File: config.mk
export PLATFORM = sky130hd
export DESIGN_NAME = board_top
export DESIGN_NICKNAME = d
export VERILOG_FILES = /design/src/rtl/board_top.sv
export SDC_FILE = /design/constraint.sdc
export NUM_CORES = 1
export LEC_CHECK = 0
export ABC_AREA = 1
export ABC_CLOCK_PERIOD_IN_PS = 3950
export CORE_MARGIN = 2
export CORE_UTILIZATION = 50
export CTS_BUF_LIST = sky130_fd_sc_hd__clkbuf_4
export DETAILED_ROUTE_END_ITERATION = 12
export GPL_ROUTABILITY_DRIVEN = 0
export PLACE_DENSITY_LB_ADDON = 0.25
export SLEW_MARGIN = 20
export SYNTH_ARGS = -nofsm -noshare
export SYNTH_HDL_FRONTEND = slang
export SYNTH_SLANG_ARGS = --single-unit
File: constraint.sdc
create_clock -name sys_clk_i -period 3.95 [get_ports sys_clk_i]
set_input_delay 0.9875 -clock sys_clk_i [delete_from_list [all_inputs] [get_ports sys_clk_i]]
set_output_delay 0.9875 -clock sys_clk_i [all_outputs]
set_load 0.03 [all_outputs]
File: src/rtl/board_top.sv
// board_top: PS/2 keyboard receiver and scancode decoder, 8-digit multiplexed
// seven-segment display and a 640x480@60 VGA solid-colour raster.
module board_top #(
  parameter int CLK_HZ      = 100_000_000,
  parameter int PS2_TIMEOUT = 10000,
  parameter int DIGIT_SHIFT = 14
) (
  input  logic        sys_clk_i,
  input  logic        reset_ni,
  input  logic [15:0] switch_i,
  input  logic        ps2_clk_i,
  input  logic        ps2_data_i,
  output logic        halt_o,
  output logic [7:0]  dsp_anode_o,
  output logic [7:0]  dsp_cathode_o,
  output logic [3:0]  vga_red_o,
  output logic [3:0]  vga_green_o,
  output logic [3:0]  vga_blue_o,
  output logic        vga_hsync_o,
  output logic        vga_vsync_o
);

  // Pixel clock enable divides the system clock down to 25 MHz (4 at 100 MHz).
  localparam int PIX_DIV = (CLK_HZ / 25_000_000 > 1) ? CLK_HZ / 25_000_000 : 1;
  localparam int PIX_W   = (PIX_DIV > 1) ? $clog2(PIX_DIV) : 1;
  localparam int IDLE_W  = $clog2(PS2_TIMEOUT + 1);
  localparam int SCAN_W  = DIGIT_SHIFT + 3;

  localparam logic [9:0] H_VIS = 10'd640, H_SYNC_LO = 10'd656, H_SYNC_HI = 10'd751, H_LAST = 10'd799;
  localparam logic [9:0] V_VIS = 10'd480, V_SYNC_LO = 10'd490, V_SYNC_HI = 10'd491, V_LAST = 10'd524;

  // ---------------------------------------------------------------- sync
  logic [17:0] async_in;
  logic [17:0] sync_vec;
  logic [15:0] sw_s;
  logic        ps2_clk_s, ps2_data_s;

  assign async_in = {switch_i, ps2_clk_i, ps2_data_i};

  genvar gi;
  generate
    for (gi = 0; gi < 18; gi++) begin : g_sync
      logic meta_reg, sync_reg;
      // Two-flop synchronizer for one asynchronous input bit
      always_ff @(posedge sys_clk_i or negedge reset_ni) begin
        if (!reset_ni) begin
          meta_reg <= 1'b0;
          sync_reg <= 1'b0;
        end else begin
          meta_reg <= async_in[gi];
          sync_reg <= meta_reg;
        end
      end
      assign sync_vec[gi] = sync_reg;
    end
  endgenerate

  assign sw_s       = sync_vec[17:2];
  assign ps2_clk_s  = sync_vec[1];
  assign ps2_data_s = sync_vec[0];

  // ---------------------------------------------------------------- PS/2 rx
  logic              ps2_clk_prev_reg;
  logic [3:0]        bit_cnt_reg;
  logic [9:0]        frame_reg;      // start, data[0..7], parity once full
  logic [IDLE_W-1:0] idle_cnt_reg;
  logic              byte_valid_reg;
  logic [7:0]        byte_data_reg;
  logic              halt_reg;
  logic              ps2_fall;

  assign ps2_fall = ps2_clk_prev_reg & ~ps2_clk_s;

  // Shift in one bit per PS/2 falling edge; validate the frame on the stop bit
  always_ff @(posedge sys_clk_i or negedge reset_ni) begin
    if (!reset_ni) begin
      ps2_clk_prev_reg <= 1'b0;
      bit_cnt_reg      <= 4'd0;
      frame_reg        <= 10'd0;
      idle_cnt_reg     <= '0;
      byte_valid_reg   <= 1'b0;
      byte_data_reg    <= 8'd0;
      halt_reg         <= 1'b0;
    end else begin
      ps2_clk_prev_reg <= ps2_clk_s;
      byte_valid_reg   <= 1'b0;
      if (ps2_fall) begin
        idle_cnt_reg <= '0;
        if (bit_cnt_reg == 4'd10) begin
          bit_cnt_reg <= 4'd0;
          // start low, stop high, odd parity over data+parity
          if (!frame_reg[0] && ps2_data_s && (^frame_reg[9:1])) begin
            byte_valid_reg <= 1'b1;
            byte_data_reg  <= frame_reg[8:1];
          end else begin
            halt_reg <= 1'b1;
          end
        end else begin
          frame_reg   <= {ps2_data_s, frame_reg[9:1]};
          bit_cnt_reg <= bit_cnt_reg + 4'd1;
        end
      end else if (bit_cnt_reg != 4'd0) begin
        // A stalled frame is silently abandoned, not flagged as an error
        if (idle_cnt_reg == IDLE_W'(PS2_TIMEOUT - 1)) begin
          bit_cnt_reg  <= 4'd0;
          idle_cnt_reg <= '0;
        end else begin
          idle_cnt_reg <= idle_cnt_reg + 1'b1;
        end
      end else begin
        idle_cnt_reg <= '0;
      end
    end
  end

  // ---------------------------------------------------------------- decoder
  logic       break_pend_reg, ext_pend_reg, key_down_reg;
  logic [7:0] last_code_reg, make_count_reg;

  // Track prefixes and turn plain codes into make/break events
  always_ff @(posedge sys_clk_i or negedge reset_ni) begin
    if (!reset_ni) begin
      break_pend_reg <= 1'b0;
      ext_pend_reg   <= 1'b0;
      key_down_reg   <= 1'b0;
      last_code_reg  <= 8'd0;
      make_count_reg <= 8'd0;
    end else if (byte_valid_reg) begin
      if (byte_data_reg == 8'hF0) begin
        break_pend_reg <= 1'b1;
      end else if (byte_data_reg == 8'hE0) begin
        ext_pend_reg <= 1'b1;
      end else begin
        if (!break_pend_reg) begin
          last_code_reg  <= byte_data_reg;
          key_down_reg   <= 1'b1;
          make_count_reg <= make_count_reg + 8'd1;
        end else if (byte_data_reg == last_code_reg) begin
          key_down_reg <= 1'b0;
        end
        // Prefix flags only live until the next plain code
        if (break_pend_reg || ext_pend_reg) begin
          break_pend_reg <= 1'b0;
          ext_pend_reg   <= 1'b0;
        end
      end
    end
  end

  // ---------------------------------------------------------------- display
  logic [SCAN_W-1:0] scan_cnt_reg;
  logic [2:0]        digit_idx;
  logic [3:0]        nibble;
  logic [7:0]        seg_pattern;
  logic [7:0]        anode_reg, cathode_reg;

  assign digit_idx = scan_cnt_reg[SCAN_W-1 -: 3];

  // Pick the hex nibble shown on the currently scanned digit
  always_comb begin
    nibble = 4'h0;
    case (digit_idx)
      3'd7: nibble = sw_s[15:12];
      3'd6: nibble = sw_s[11:8];
      3'd5: nibble = sw_s[7:4];
      3'd4: nibble = sw_s[3:0];
      3'd3: nibble = last_code_reg[7:4];
      3'd2: nibble = last_code_reg[3:0];
      3'd1: nibble = make_count_reg[7:4];
      default: nibble = make_count_reg[3:0];
    endcase
  end

  // Active-low seven-segment glyphs, decimal point off
  always_comb begin
    seg_pattern = 8'hFF;
    case (nibble)
      4'h0: seg_pattern = 8'hC0;  4'h1: seg_pattern = 8'hF9;
      4'h2: seg_pattern = 8'hA4;  4'h3: seg_pattern = 8'hB0;
      4'h4: seg_pattern = 8'h99;  4'h5: seg_pattern = 8'h92;
      4'h6: seg_pattern = 8'h82;  4'h7: seg_pattern = 8'hF8;
      4'h8: seg_pattern = 8'h80;  4'h9: seg_pattern = 8'h90;
      4'hA: seg_pattern = 8'h88;  4'hB: seg_pattern = 8'h83;
      4'hC: seg_pattern = 8'hC6;  4'hD: seg_pattern = 8'hA1;
      4'hE: seg_pattern = 8'h86;  default: seg_pattern = 8'h8E;
    endcase
  end

  // Register anode and cathode from the same index so they always agree
  always_ff @(posedge sys_clk_i or negedge reset_ni) begin
    if (!reset_ni) begin
      scan_cnt_reg <= '0;
      anode_reg    <= 8'hFF;
      cathode_reg  <= 8'hFF;
    end else begin
      scan_cnt_reg <= scan_cnt_reg + 1'b1;
      anode_reg    <= ~(8'd1 << digit_idx);
      cathode_reg  <= {seg_pattern[7] & ~((digit_idx == 3'd0) & key_down_reg), seg_pattern[6:0]};
    end
  end

  // ---------------------------------------------------------------- VGA
  logic [PIX_W-1:0] pix_cnt_reg;
  logic [9:0]       h_cnt_reg, v_cnt_reg;
  logic             hsync_reg, vsync_reg;
  logic [11:0]      rgb_reg;
  logic             pix_en;

  assign pix_en = (pix_cnt_reg == PIX_W'(PIX_DIV - 1));

  // Raster counters and registered sync/colour, updated once per pixel
  always_ff @(posedge sys_clk_i or negedge reset_ni) begin
    if (!reset_ni) begin
      pix_cnt_reg <= '0;
      h_cnt_reg   <= 10'd0;
      v_cnt_reg   <= 10'd0;
      hsync_reg   <= 1'b1;
      vsync_reg   <= 1'b1;
      rgb_reg     <= 12'd0;
    end else begin
      pix_cnt_reg <= pix_en ? '0 : pix_cnt_reg + 1'b1;
      if (pix_en) begin
        hsync_reg <= !((h_cnt_reg >= H_SYNC_LO) && (h_cnt_reg <= H_SYNC_HI));
        vsync_reg <= !((v_cnt_reg >= V_SYNC_LO) && (v_cnt_reg <= V_SYNC_HI));
        if ((h_cnt_reg < H_VIS) && (v_cnt_reg < V_VIS))
          rgb_reg <= sw_s[11:0] ^ {12{key_down_reg}};
        else
          rgb_reg <= 12'd0;
        if (h_cnt_reg == H_LAST) begin
          h_cnt_reg <= 10'd0;
          v_cnt_reg <= (v_cnt_reg == V_LAST) ? 10'd0 : v_cnt_reg + 10'd1;
        end else begin
          h_cnt_reg <= h_cnt_reg + 10'd1;
        end
      end
    end
  end

  assign halt_o        = halt_reg;
  assign dsp_anode_o   = anode_reg;
  assign dsp_cathode_o = cathode_reg;
  assign vga_red_o     = rgb_reg[11:8];
  assign vga_green_o   = rgb_reg[7:4];
  assign vga_blue_o    = rgb_reg[3:0];
  assign vga_hsync_o   = hsync_reg;
  assign vga_vsync_o   = vsync_reg;

endmodule

; ---- Yosys cells after proc, flatten, opt, wreduce, memory -nomap -nowiden
; Memories as Yosys holds them, arrays and structs flattened. A register that Yosys moved wholly into a read port is not among the register bits.
; Cells that the tools add are included.
[totals]
inputBits = 20
rom_bits = 112
mem_count = 1
ff_bits = 163
elab_cells = 148
[op_classes]
n_eq_ne = 17
order_cmp = 6
addsub = 7
mux = 21
shifts = 1
bitwise_logic = 12
n_reduce_logical = 26
[memory_table]
columns = name, words, word_bits, rd, rd_clocked_by_memory_dff, write_ports, line_no
row1 = (no name shown), 16, 7, 1, 1, 0, 177  ; case (nibble)
[ops]
columns = op, count
row1 = $mux 14, 3
row2 = $pmux 4 s7, 1
row3 = $add 10x1->10 const B, 2
row4 = $eq 10x10->1 const B, 2
row5 = $mux 10, 2
row6 = $add 17x1->17 const B, 1
row7 = $eq 8x8->1 const B, 2
row8 = $mux 4, 4
row9 = $add 14x1->14 const B, 1
row10 = $eq 14x14->1 const B, 1
row11 = $eq 3x3->1 const B, 4
row12 = $mux 12, 1
row13 = $reduce_and 3->1, 4
row14 = $xor 12x12->12, 1
row15 = $ge 10x10->1 const B, 1
row16 = $ge 10x9->1 const B, 1
row17 = $le 10x10->1 const B, 1
row18 = $le 10x9->1 const B, 1
row19 = $lt 10x10->1 const B, 1
row20 = $lt 10x9->1 const B, 1
row21 = $mux 1, 9
row22 = $reduce_xor 9->1, 1
row23 = $add 8x1->8 const B, 1
row24 = $eq 8x8->1, 1
row25 = 22 further kinds, 43

; ---- Longest topological paths before layout
[logic_depth]
depth_word = 6
ltp_mapped = 15

; ---- Worst setup path after synthesis
; Ideal clock, no wire load.
[synth_timing]
path_type = register to register
startpoint = register scan_cnt_reg[15]
endpoint = register cathode_reg[0] (netlist: dsp_cathode_o[0])
setup_ns = 0.076
required_ns = 3.874
synth_period_minus_slack_ns = 1.662
path_slack_ns = 2.288
stages_incl_launch_ff = 12
arrival_time_ns = 1.587
path_cell_list = dfrtp_1 > buf_6 > nor2_4 > nand2_4 > or2_0 > nand2_1 > inv_1 > ha_1 > inv_1 > nand2_1 > nand3_1 > nand2_1
[synth_between]
elab_chain_cells = 2
word_cells_on_any_way = 8
classes_between = 7 x eq/ne / 1 x mux
[synth_rtl]
columns = item, line_no
row1 = "start, declared", 151  ; logic [SCAN_W-1:0] scan_cnt_reg;
row2 = "start signal, assigned", 196  ; scan_cnt_reg <= scan_cnt_reg + 1'b1;
row3 = "$eq 3x1->1, or another cell as far along", 162  ; case (digit_idx)
row4 = $pmux 4 s7 *, 162
row5 = "end, declared", 155  ; logic [7:0] anode_reg, cathode_reg;
; Every way passes the cells marked *; elsewhere a longest branch is shown, timed or not.
; A chain may end at the register's enable or synchronous reset.

; ---- Worst setup path after layout
[layout_timing]
startpoint = register hsync_reg (netlist: vga_hsync_o)
endpoint = output port vga_hsync_o
[layout_rtl]
columns = item, line_no
row1 = "start, declared", 205  ; logic hsync_reg, vsync_reg;
row2 = "start signal, assigned", 223  ; hsync_reg <= !((h_cnt_reg >= H_SYNC_LO) && (h_cnt_reg <= H_SYNC_HI));
row3 = "end, declared", 19  ; output logic vga_hsync_o,
; No word-level cell between the ends.

==> results <==
- The run finished with clean final reports.
- The DRC violation count after routing is 0.
- Setup repair after global routing left no endpoint under its margin.
- The delay contributed by the slowest stage of the critical path is 0.66 ns.
- Setup violations remaining at the end of the flow were counted as 0.
- The total area inside the core boundary comes to 15000 um2.
- The root buffer selected by CTS is sky130_fd_sc_hd__clkbuf_4.
- The dominant delay contributor by cell family on the critical path is buffers and inverters.
- The via count of the first global-routing pass is 5141.
- The area of the mapped netlist is 7580 um2.
- The TritonCTS clock tree is yes.
- The number of cells on the worst hold path is 0.
- Across the routed clock network, the largest skew measured is 0.0138 ns.
- Compared with the post-synthesis result, the final layout area differs by 13.7%.
- The antenna violation net count after detailed routing is 0.
- Traced cell by cell, the critical path runs through clkdlybuf4s50_1.
- The total clock buffers created by CTS is 17.
- Synthesis produced a netlist with a net count of 864.
- The first global-routing pass estimated 24200 um of wire.
- Averaged over all synthesized cells, the footprint is 9.18 um2.
- The number of design-rule violations left by the first detailed-router iteration is 309.
- The worst path in the final design needs a cycle of 2.75 ns, including I/O delays and setup.
- The tree built by TritonCTS fans out to 162 sinks.
- The largest fanout on the critical path is 2.
- The instance count after placement with tap cells included is 1048.
- The source of the worst register-to-register timing path is pix_cnt_reg[0].
- Power spread over the standard cell area amounts to 428 nW/um2.
- Once the floorplan was initialized, standard cells occupied 50.4% of the core.
- The worst path uses 69.7% of the clock period.
- After global routing the overflow that remains totals 0.
- The startpoint identified for the worst hold timing path is g_sync[7].meta_reg.
- The count of final hold-check violations is 0.
- The cell leakage power is 4.05 nW.
- The worst setup path is captured at an output pin.
- In this run the critical register-to-register path is captured at h_cnt_reg[9].
- The destination of the worst hold path is g_sync[7].sync_reg.
- Cells with a size suffix above 1 make up 11.3% of the layout.
- The number of standard-cell rows in the floorplan is 45.
- The data arrival time of the critical path is 1.76 ns.
- After detailed routing, the average wire length per cell comes to 12.9 um.
- After routing, the total negative slack on setup checks comes to 0 ns.
- The number of cell instances on the worst register-to-register path is 9.
- The clock tree synthesis step divided the H-tree into 4 levels.
- The register area is 4080 um2.
- In this run, synthesis produced a sequential element count of 162.
- The worst min-delay path category is flop to flop.
- The number of buffers and inverters on the critical path is 1.
- The clock insertion delay at the later pin of the skew report is 0.56 ns.
- The count of buffers added by post-CTS timing repair for setup is 0.
- The relative max-transition margin is 35.4%.
- The floorplan step defined a die boundary enclosing 16200 um2.
- The buffer depth of the longest clock path is 2.
- The slowest cell on the critical path is sky130_fd_sc_hd__clkdlybuf4s50_1.
- The number of antenna violations at the first check in global routing was 2.
- The critical path startpoint category is a flop.
- Entering global routing, the biggest net connects 86 pins.
- For this run, the share of the core covered by cells in the final layout is 57.4%.
- The total global routing track utilization is 18.6%.
- Static timing analysis puts the maximum clock frequency at 363 MHz.
- The number of pins exceeding their max-slew limit in the final report is 0.
- Fill cells in the final layout number 1325.
- The count of port buffers added during placement is 50.
- After clock tree synthesis, the repair step resized 0 gates.
- After legalization and detailed placement, the total HPWL measured 9750 um.
- The length of the first detailed-routing pass in iterations is 4.
- The height of the die is 127 um.
- The prevailing post-synth register cell is sky130_fd_sc_hd__dfrtp_1.
- The clock-pin slew on the worst setup and hold paths is 0.14 ns.
- The worst hold-check slack is 0.359 ns.
- The share of the Yosys chip area taken by registers is 53.8%.
- The number of ports placed on the die boundary is 51.
- Dividing the detail-routed via count by the number of cells gives 5.05.
- The type of the worst setup path is flop to output pin.
- The number of distinct library cells after synthesis is 47.
- The worst setup slack for register-to-register paths is 1.55 ns.
- The transition at the pin with the smallest max-transition slack is 0.968 ns.
- The number of nets in the layout is 917.
- The final wirelength is 14000 um.
- Hold repair after CTS inserted 0 buffers.
- The total vias in the final route is 5466.
- The worst voltage drop across the vdd grid is 0.270 mV.
- The die span in x is 127 um.
- The cell count after synthesis is 826.
- The number of max-cap violations is 0.
- In this run, synthesis inferred 0 flip-flops with an integrated enable.
- The total area of multi-input combinational cells is 3040 um2.
- At the worst endpoint, the required time is 2.96 ns.
- The count of synthesis-stage warnings from yosys is 0.
- The count of cells in the finished layout, fillers not included, comes to 1082.
- Of all flip-flops after synthesis, the portion carrying an async set or reset was 100%.
## worst max-delay path by stage
stage	endpoint	start	cells past startpoint	slack (ns)
final	vga_hsync_o	vga_hsync_o	1	1.20
after CTS	vga_hsync_o	vga_hsync_o	1	1.13
after detailed placement	h_cnt_reg[9]	pix_cnt_reg[0]	9	1.60
after floorplan	dsp_cathode_o[0]	scan_cnt_reg[15]	11	2.29
after global placement	h_cnt_reg[9]	pix_cnt_reg[0]	9	1.69
after global routing	dsp_anode_o[1]	dsp_anode_o[1]	1	1.11
## synthesized netlist by cell type (2+ instances only)
cell / count / area, um2
sky130_fd_sc_hd__buf_4: 2 / 15.0
sky130_fd_sc_hd__nand2_1: 196 / 736
sky130_fd_sc_hd__o21ai_2: 3 / 26.3
sky130_fd_sc_hd__nor2_1: 63 / 236
sky130_fd_sc_hd__and3_1: 2 / 12.5
sky130_fd_sc_hd__nor2_2: 12 / 75.1
sky130_fd_sc_hd__o22ai_1: 2 / 12.5
sky130_fd_sc_hd__dfrtp_1: 144 / 3600
sky130_fd_sc_hd__nor3_2: 3 / 30.0
sky130_fd_sc_hd__o31ai_1: 2 / 15.0
sky130_fd_sc_hd__a21oi_1: 34 / 170
sky130_fd_sc_hd__buf_2: 4 / 20.0
sky130_fd_sc_hd__clkbuf_1: 6 / 22.5
sky130_fd_sc_hd__o21ai_0: 33 / 165
sky130_fd_sc_hd__nand2_4: 3 / 33.8
sky130_fd_sc_hd__nor4_1: 6 / 37.5
sky130_fd_sc_hd__o211ai_1: 12 / 90.1
sky130_fd_sc_hd__nor2_4: 4 / 45.0
sky130_fd_sc_hd__ha_1: 18 / 225
sky130_fd_sc_hd__nand3_2: 7 / 70.1
sky130_fd_sc_hd__nand3_1: 52 / 260
sky130_fd_sc_hd__nand3_4: 2 / 35.0
sky130_fd_sc_hd__o21ai_1: 3 / 15.0
sky130_fd_sc_hd__nor3b_1: 2 / 15.0
sky130_fd_sc_hd__nor3_1: 16 / 80.1
sky130_fd_sc_hd__a31oi_1: 2 / 12.5
sky130_fd_sc_hd__inv_1: 85 / 319
sky130_fd_sc_hd__inv_2: 4 / 15.0
sky130_fd_sc_hd__xnor2_1: 15 / 131
sky130_fd_sc_hd__nand4_1: 26 / 163
sky130_fd_sc_hd__buf_6: 5 / 56.3
sky130_fd_sc_hd__nand2_2: 5 / 31.3
sky130_fd_sc_hd__dfstp_2: 18 / 473
sky130_fd_sc_hd__xor2_1: 22 / 193
## layout by cell type, fill, tap and decap left out, types with 4 or more instances in the layout
cell / count
sky130_fd_sc_hd__dfstp_2: 18
sky130_fd_sc_hd__nand2_1: 196
sky130_fd_sc_hd__o21ai_0: 33
sky130_fd_sc_hd__nor3_1: 16
sky130_fd_sc_hd__ha_1: 18
sky130_fd_sc_hd__o211ai_1: 12
sky130_fd_sc_hd__clkbuf_4: 17
sky130_fd_sc_hd__bufinv_16: 7
sky130_fd_sc_hd__xor2_1: 22
sky130_fd_sc_hd__nor2_2: 12
sky130_fd_sc_hd__a21oi_1: 34
sky130_fd_sc_hd__nand3_2: 7
sky130_fd_sc_hd__inv_1: 85
sky130_fd_sc_hd__nor2_1: 63
sky130_fd_sc_hd__inv_2: 4
sky130_fd_sc_hd__clkdlybuf4s50_1: 49
sky130_fd_sc_hd__dfrtp_1: 144
sky130_fd_sc_hd__nand3_1: 52
sky130_fd_sc_hd__nor2_4: 4
sky130_fd_sc_hd__nand2_2: 5
sky130_fd_sc_hd__nand4_1: 26
sky130_fd_sc_hd__xnor2_1: 15
sky130_fd_sc_hd__nor4_1: 6
## report_power, final
part | switching [mW] | internal, mW
logic | 0.327 | 0.199
registers | 0.111 | 1.79
clock network | 0.580 | 0.690
total | 1.02 | 2.67
## kinds of logic (layout without fill, tap and decap cells)
group	Yosys count	after routing	synth area share [%]
fa+ha+maj	18	18	2.97
compound gates	96	96	7.39
xor+xnor	38	38	4.49
other cells	0	2	0
simple gates	403	403	25.2
buf+inv	109	175	6.17
flops	162	162	53.8
## per-layer routing
layer	up-vias	part of all wire, %	global-route usage (%)
li1	2796	-	-
met1	2560	49	25.6
met2	94	46	29.1
met3	16	3.8	4.77
met4	0	1.2	6.40
met5	-	0	0
## layout make-up
class | instances | share of cell area [%]
antenna | 2 | 0.0580
inverter | 91 | 4.05
multi-input combinational | 555 | 35.2
tap | 188 | 2.73
timing repair buffer | 52 | 6.14
clock buffer | 17 | 1.48
sequential | 162 | 47.3
clock inverter | 15 | 3.03
## through the flow
| stage | power, mW | area [um2] | setup slack (ns) |
|---|---|---|---|
| 6_report | 3.69 | 8620 | 1.20 |
| 5_1_grt | 3.89 | 8620 | 1.11 |
| 4_1_cts | 3.74 | 8620 | 1.13 |
| 3_5_place_dp | 2.46 | 8230 | 1.60 |
| 3_3_place_gp | 2.44 | 8230 | 1.69 |
| 2_1_floorplan | 2.27 | 7580 | 2.29 |
Power figures use the tool's default switching activity.
